--- config.mk ---
export PLATFORM = sky130hd
export DESIGN_NAME = m_cp0
export DESIGN_NICKNAME = d
export VERILOG_FILES = /design/src/rtl/m_cp0.sv
export SDC_FILE = /design/constraint.sdc
export NUM_CORES = 1
export LEC_CHECK = 0
export ABC_AREA = 0
export BUFFER_PORTS_ARGS = -buffer_cell sky130_fd_sc_hd__clkbuf_2
export CAP_MARGIN = 30
export CORE_MARGIN = 2
export CORE_UTILIZATION = 30
export CTS_CLUSTER_DIAMETER = 100
export DETAILED_ROUTE_END_ITERATION = 7
export HOLD_SLACK_MARGIN = 0.08
export SYNTH_ARGS = -nofsm -noshare
export SYNTH_HDL_FRONTEND = slang
export SYNTH_SLANG_ARGS = --single-unit
--- constraint.sdc ---
create_clock -name clk -period 1.9 [get_ports clk]
set_clock_uncertainty 0.05 [all_clocks]
set_input_delay 0 -clock clk [delete_from_list [all_inputs] [get_ports clk]]
set_output_delay 0 -clock clk [all_outputs]
set_load 0.01 [all_outputs]
--- src/rtl/m_cp0.sv ---
// CP0 for the M stage: SR/Cause/EPC (PRId read-back under CP0_PRID_EN), interrupt/exception arbitration, Req flush.
// Latency: Req, M_cp0_rdata and epc_out are combinational; register updates appear the cycle after the edge.
// Backpressure: none; Req is the pipeline-wide flush that other stages gate their updates on.
module m_cp0 #(
    parameter logic [31:0] PRID_VALUE = 32'h2023_1121
) (
    input  logic        clk,
    input  logic        rst,
    input  logic        M_cp0_we,
    input  logic [4:0]  M_cp0_addr,
    input  logic [31:0] M_cp0_wdata,
    output logic [31:0] M_cp0_rdata,
    input  logic [31:0] M_pc,
    input  logic        M_bd,
    input  logic [4:0]  M_exc_code,
    input  logic        M_eret,
    input  logic [5:0]  hw_int,
    output logic        Req,
    output logic [31:0] epc_out
);

`ifdef CP0_PRID_EN
    localparam logic PRID_EN = 1'b1;
`else
    localparam logic PRID_EN = 1'b0;
`endif

    logic [5:0]  r_im;
    logic        r_exl;
    logic        r_ie;
    logic        r_bd;
    logic [5:0]  r_ip;
    logic [4:0]  r_exc_code;
    logic [31:0] r_epc;

    logic        w_int_req;
    logic        w_exc_req;
    logic        w_req;
    logic [31:0] w_epc_next;
    logic [31:0] w_sr;
    logic [31:0] w_cause;
    logic        w_epc_wr;

    assign w_int_req  = (|(hw_int & r_im)) & r_ie & ~r_exl;
    assign w_exc_req  = (M_exc_code != 5'd0) & ~r_exl;
    assign w_req      = w_int_req | w_exc_req;
    // A delay-slot victim restarts at its branch so the branch re-executes.
    assign w_epc_next = (M_bd ? (M_pc - 32'd4) : M_pc) & 32'hFFFF_FFFC;
    assign w_epc_wr   = M_cp0_we && (M_cp0_addr == 5'd14);

    assign w_sr    = {16'd0, r_im, 8'd0, r_exl, r_ie};
    assign w_cause = {r_bd, 15'd0, r_ip, 3'd0, r_exc_code, 2'd0};

    assign Req = ~rst & w_req;

    always_comb begin
        epc_out = 32'd0;
        if (!rst) begin
            epc_out = w_epc_wr ? (M_cp0_wdata & 32'hFFFF_FFFC) : r_epc;
        end
    end

    always_comb begin
        M_cp0_rdata = 32'd0;
        if (!rst) begin
            case (M_cp0_addr)
                5'd12:   M_cp0_rdata = w_sr;
                5'd13:   M_cp0_rdata = w_cause;
                5'd14:   M_cp0_rdata = r_epc;
                5'd15:   M_cp0_rdata = PRID_EN ? PRID_VALUE : 32'd0;
                default: M_cp0_rdata = 32'd0;
            endcase
        end
    end

    always_ff @(posedge clk) begin
        if (rst) begin
            r_im       <= 6'd0;
            r_exl      <= 1'b0;
            r_ie       <= 1'b0;
            r_bd       <= 1'b0;
            r_ip       <= 6'd0;
            r_exc_code <= 5'd0;
            r_epc      <= 32'd0;
        end else begin
            r_ip <= hw_int;
            if (w_req) begin
                // Taking the event squashes any mtc0/eret sitting in M.
                r_exl      <= 1'b1;
                r_exc_code <= w_int_req ? 5'd0 : M_exc_code;
                r_bd       <= M_bd;
                r_epc      <= w_epc_next;
            end else begin
                if (M_cp0_we && (M_cp0_addr == 5'd12)) begin
                    r_im  <= M_cp0_wdata[15:10];
                    r_exl <= M_cp0_wdata[1];
                    r_ie  <= M_cp0_wdata[0];
                end
                if (w_epc_wr) begin
                    r_epc <= M_cp0_wdata & 32'hFFFF_FFFC;
                end
                if (M_eret) begin
                    r_exl <= 1'b0;
                end
            end
        end
    end

endmodule

Word level (Yosys, flattened, before mapping). Index checks and enable logic that the tools add are counted.

Input port bits: 85. Output and inout port bits: 65. Register bits after elaboration: 52. Logic and storage cells: 38.

Multiplexer cells: 10. Equal/unequal tests: 3. Bitwise operators: 9. Reductions and logical operators: 7. Add/subtract/negate cells: 1.

Operators by type and width (number): $mux 32 (5); $pmux 32 s3 (1); $sub 32x3->32 const B (1); $eq 5x4->1 const B (3); $and 6x6->6 (1); $reduce_or 6->1 (1); $mux 5 (1); $reduce_bool 5->1 (1); $and 1x1->1 (4); $mux 1 (3); $not 1->1 (3); $reduce_bool 3->1 (1); $logic_and 1x1->1 (2); $reduce_and 2->1 (1); $reduce_or 2->1 (1); $or 1x1->1 (1).

Logic depth before layout (Yosys ltp).
Depth after elaboration: 7. Mapped depth: 7. Mapped depth without buffers: 6.

Worst setup path before layout. Ideal clock, no wire load.

Kind: register to register. Start: reg r_im[0]. End: reg r_epc[2]. Required time: 1759 ps. Path slack: 240 ps. Setup time: 91 ps. Period minus slack after synthesis: 1660 ps. Data arrival time: 1519 ps. Cell stages (with the launch flop): 6. Cells stage by stage: dfxtp_1 -> a22oi_1 -> a311oi_1 -> clkbuf_1 -> nor2_1 -> a311oi_1.

Word-level cells in the longest chain between the ends: 6.

RTL lines: start: declaration (line 28) `logic [5:0] r_im;`; start signal: assignment (line 95) `r_im <= M_cp0_wdata[15:10];`; $and 6x6->6 (line 44) `assign w_int_req = (|(hw_int & r_im)) & r_ie & ~r_exl;`; $reduce_or 6->1 (line 44); $and 1x1->1 (2 in a row) (line 44); $or 1x1->1 (line 46) `assign w_req = w_int_req | w_exc_req;`; $mux 32 (line 87) `if (w_req) begin`; end signal: assignment (line 92) `r_epc <= w_epc_next;`; end signal: assignment (line 100) `r_epc <= M_cp0_wdata & 32'hFFFF_FFFC;`; end: declaration (line 34) `logic [31:0] r_epc;`.

No other way between the ends. A chain may end at the register's enable or synchronous reset.

Final worst setup path.
Start: in M_pc[8]. End: reg r_epc[31].

Word-level cells in the longest chain between the ends: 3.

RTL lines: start: declaration (line 13) `input logic [31:0] M_pc,`; $sub 32x3->32 (line 48) `assign w_epc_next = (M_bd ? (M_pc - 32'd4) : M_pc) & 32'hFFFF_FFFC;`; $mux 32 (line 48); $mux 32 (line 87).

No other way between the ends.

==> impl_metrics.prom <==
# TYPE chip_impl_metric gauge
chip_impl_info{name="status",value="completed"} 1
chip_impl_metric{name="ys_async_sr_fraction",unit=""} 0
chip_impl_metric{name="path_clk_slew",unit="ps"} 70
chip_impl_metric{name="drc_errors",unit=""} 0
chip_impl_metric{name="port_buf_inserts",unit=""} 147
chip_impl_metric{name="h-tree-depth",unit=""} 2
chip_impl_metric{name="floorplan.initialDensity",unit=""} 0.309
chip_impl_metric{name="synth_simple_gate_area_share",unit=""} 0.331
chip_impl_metric{name="crit_path_max_fanout",unit=""} 12
chip_impl_metric{name="slew_headroom",unit=""} 0.565
chip_impl_metric{name="worst_ir_drop_vdd",unit="mV"} 0.349
chip_impl_metric{name="grt_remaining_overflow",unit=""} 0
chip_impl_metric{name="route.detailed.wl_per_inst",unit="microns"} 17.1
chip_impl_metric{name="first_global_vias",unit=""} 4231
chip_impl_metric{name="placedCellCount",unit=""} 796
chip_impl_metric{name="synthesis.yosys.warnings",unit=""} 0
chip_impl_metric{name="share_seq_of_total_power",unit=""} 0.421
chip_impl_metric{name="cts_buffers",unit=""} 5
chip_impl_metric{name="routabilityCongestion",unit=""} 0.923
chip_impl_metric{name="clock_tree.buffer_depth",unit=""} 2
chip_impl_metric{name="placementRows",unit=""} 40
chip_impl_info{name="cts_tree",value="built"} 1
chip_impl_metric{name="clock_power_share",unit=""} 0.326
chip_impl_metric{name="yosys-mux-area-fraction",unit=""} 0.0402
chip_impl_metric{name="final-hold-violation-count",unit=""} 0
chip_impl_metric{name="synth_enable_flop_cells",unit=""} 0
chip_impl_metric{name="post_synth_fa_ha_maj_area_fraction",unit=""} 0.00335
chip_impl_metric{name="crit_required",unit="ps"} 2060
chip_impl_metric{name="syn_avg_cell_area",unit="sq um"} 7.65
chip_impl_info{name="criticalPathCategory",value="input pin to register"} 1
chip_impl_metric{name="drv_cap",unit=""} 0
chip_impl_metric{name="synth_nets",unit=""} 575
chip_impl_info{name="final_cell_mix",value="147 x clkbuf_2, 74 x nand2_1, 49 x dfxtp_1"} 1
chip_impl_metric{name="power.static_leakage",unit="nW"} 2.30
chip_impl_metric{name="worst_slew_pin_slew",unit="ps"} 637
chip_impl_metric{name="clkLatencyLatePin",unit="ps"} 290
chip_impl_metric{name="drt-pass1-iter-count",unit=""} 5
chip_impl_metric{name="top_level_ports",unit=""} 150
chip_impl_info{name="clock_tree.root_cell",value="clkbuf_16"} 1
chip_impl_metric{name="die_width",unit="microns"} 116
chip_impl_metric{name="global_route.usage.total",unit=""} 0.206
chip_impl_metric{name="die_area",unit="sq um"} 13400
chip_impl_metric{name="drive_gt1_frac",unit=""} 0.324
chip_impl_metric{name="fin_crit_sh",unit=""} 0.984
chip_impl_metric{name="postSynthCellCount",unit=""} 489
chip_impl_metric{name="postLayoutSetupSlackWorst",unit="ps"} 30.2
chip_impl_metric{name="dp_hpwl",unit="mm"} 11.0
chip_impl_metric{name="non_filler_instances",unit=""} 853
chip_impl_metric{name="reg2reg_slack",unit="ps"} 110
chip_impl_metric{name="synthXorXnorAreaFrac",unit=""} 0.0305
chip_impl_metric{name="power.total",unit="W"} 0.00292
chip_impl_metric{name="syn2layout_area_growth",unit="%"} 49.1
chip_impl_info{name="final_common_cell",value="clkbuf_2"} 1
chip_impl_metric{name="grt_antenna_before_repair",unit=""} 0
chip_impl_info{name="route.top_layer_used",value="met4"} 1
chip_impl_metric{name="setup_viol",unit=""} 0
chip_impl_metric{name="timing_max_transition_violations_final",unit=""} 0
chip_impl_metric{name="wirelength_met1",unit="mm"} 6.70
chip_impl_metric{name="vias_after_detailed_routing",unit=""} 4603
chip_impl_metric{name="timing.fmax",unit="GHz"} 0.535
chip_impl_metric{name="share_comb_of_total_power",unit=""} 0.253
chip_impl_metric{name="total_power_divided_by_cell_area",unit="nW/um^2"} 524
chip_impl_metric{name="detail_route.iter0.violations",unit=""} 396
chip_impl_metric{name="synth_sequential_area_ratio",unit=""} 0.278
chip_impl_info{name="ys_dominant_reg_cell",value="dfxtp_1"} 1
chip_impl_metric{name="viasPerCell",unit=""} 5.40
chip_impl_metric{name="placeable_core_region",unit="sq um"} 12100
chip_impl_metric{name="grt_first_pass_wirelength",unit="mm"} 22.0
chip_impl_metric{name="die_ht",unit="microns"} 116
chip_impl_info{name="hold_path_class",value="input pin to register"} 1
chip_impl_metric{name="hold_slack",unit="ps"} 88.5
chip_impl_metric{name="rr_worst_depth",unit=""} 7
chip_impl_metric{name="netlist_area",unit="sq um"} 3740
chip_impl_metric{name="switching_share",unit=""} 0.301
chip_impl_metric{name="synth-seq-cells",unit=""} 52
chip_impl_metric{name="met2RoutedLength",unit="mm"} 6.98
chip_impl_metric{name="yosysUniqueCellTypes",unit=""} 56
chip_impl_metric{name="period_needed",unit="ps"} 1870
chip_impl_info{name="critPathLaunchType",value="input pin"} 1
chip_impl_metric{name="timing.hold.worst_path_depth",unit=""} 3
chip_impl_metric{name="diodes",unit=""} 0
chip_impl_metric{name="post_synthesis_compound_gate_area_fraction",unit=""} 0.267
chip_impl_metric{name="power_switching",unit="W"} 0.000878
chip_impl_info{name="setup_repair_after_global_routing_missed_its_margin",value="true"} 1
chip_impl_metric{name="number_of_nets_in_the_layout",unit=""} 770
chip_impl_metric{name="detailroute.wirelength.met3",unit="microns"} 723
chip_impl_metric{name="cp.arrival",unit="ps"} 2030
chip_impl_metric{name="clock_sinks",unit=""} 52
chip_impl_metric{name="place_worst_setup_slack",unit="ps"} -37.5
chip_impl_metric{name="p_int",unit="W"} 0.00204
chip_impl_info{name="crit_path_end_kind",value="register"} 1
chip_impl_metric{name="routed_wl",unit="mm"} 14.6
chip_impl_metric{name="pin_count_of_the_biggest_net_entering_global_routing",unit=""} 46
chip_impl_info{name="synth_top_family_by_area",value="simple AND/OR/NAND/NOR gates"} 1
chip_impl_metric{name="remaining_number_of_nets_flagged_by_the_antenna_check_after_routing",unit=""} 0
layer usage:
| metal | vias up | GRT usage |
|---|---|---|
| met5 | - | 0 |
| met4 | 0 | 0.0397 |
| met3 | 16 | 0.0183 |
| met2 | 152 | 0.344 |
| met1 | 2191 | 0.291 |
| li1 | 2244 | - |
state kept, by name, indices dropped and copies added, names as in the netlist:
register / cells
r_epc: 32
r_ie: 1
r_exl: 1
r_bd: 1
r_ip: 6
r_im: 6
r_exc_code: 5
power groups by stage:
stage | sequential, W | combinational (W) | clock, W
after CTS | 0.00123 | 0.000719 | 0.000966
after detailed placement | 0.00125 | 0.000642 | 0
final | 0.00123 | 0.000738 | 0.000952
after floorplan | 0.00123 | 0.000345 | 0
after global routing | 0.00124 | 0.000805 | 0.00101
after global placement | 0.00125 | 0.000632 | 0
per-stage QoR:
step,area (sq um),TNS (ps),utilization
finish,5580,0,0.460
global route,5580,-30.1,0.460
CTS,5430,0,0.448
detailed placement,4820,-37.5,0.398
global placement,4820,0,0.398
floorplan,3740,0,-
worst max-delay path, stage by stage:
cell and delay [ps]:
dlygate4sd3_1 530, clkbuf_2 150, nor3_1 180, nand4_1 150, buf_6 190, or4b_1 550, a311oi_2 290
area by class of cell:
type,count,area (sq um)
tap,168,210
inverter,4,15.0
timing repair buffer,229,1540
clock buffer,6,139
multi-input combinational,392,2610
fill,1255,6540
clock inverter,2,17.5
sequential,52,1040
worst paths after layout:
path            from         to
max reg2reg  r_im[5]    r_im[4]
max          M_pc[8]  r_epc[31]
min          M_pc[9]   r_epc[9]
min reg2reg  r_im[0]    r_im[0]
repair_timing:
| action | 4_1_cts | 5_1_grt |
|---|---|---|
| endpoints found under the hold margin | 42 | 0 |
| resized for setup | 0 | 20 |
| hold buffers | 45 | 0 |
| setup buffers | 0 | 2 |
| endpoints found under the setup margin | 0 | 25 |
cells by family after synthesis:
| logic type | count (synthesis) |
|---|---|
| fa+ha+maj | 1 |
| buf+inv | 45 |
| compound gates | 140 |
| flops | 52 |
| xor+xnor | 13 |
| mux | 15 |
| simple gates | 223 |
synth_stat cells, types with 12 or more instances:
cell type,count,area share
a21oi_1,42,0.056
a311oi_1,17,0.040
nor2_1,32,0.032
nand2_1,75,0.075
or4_1,12,0.024
a2111oi_0,23,0.054
dfxtp_1,52,0.28
clkbuf_1,34,0.034
o31ai_1,12,0.024
and3_1,25,0.042
and2_1,20,0.033
mux2i_1,15,0.040
Note: power is estimated with default switching activity, not from simulation.
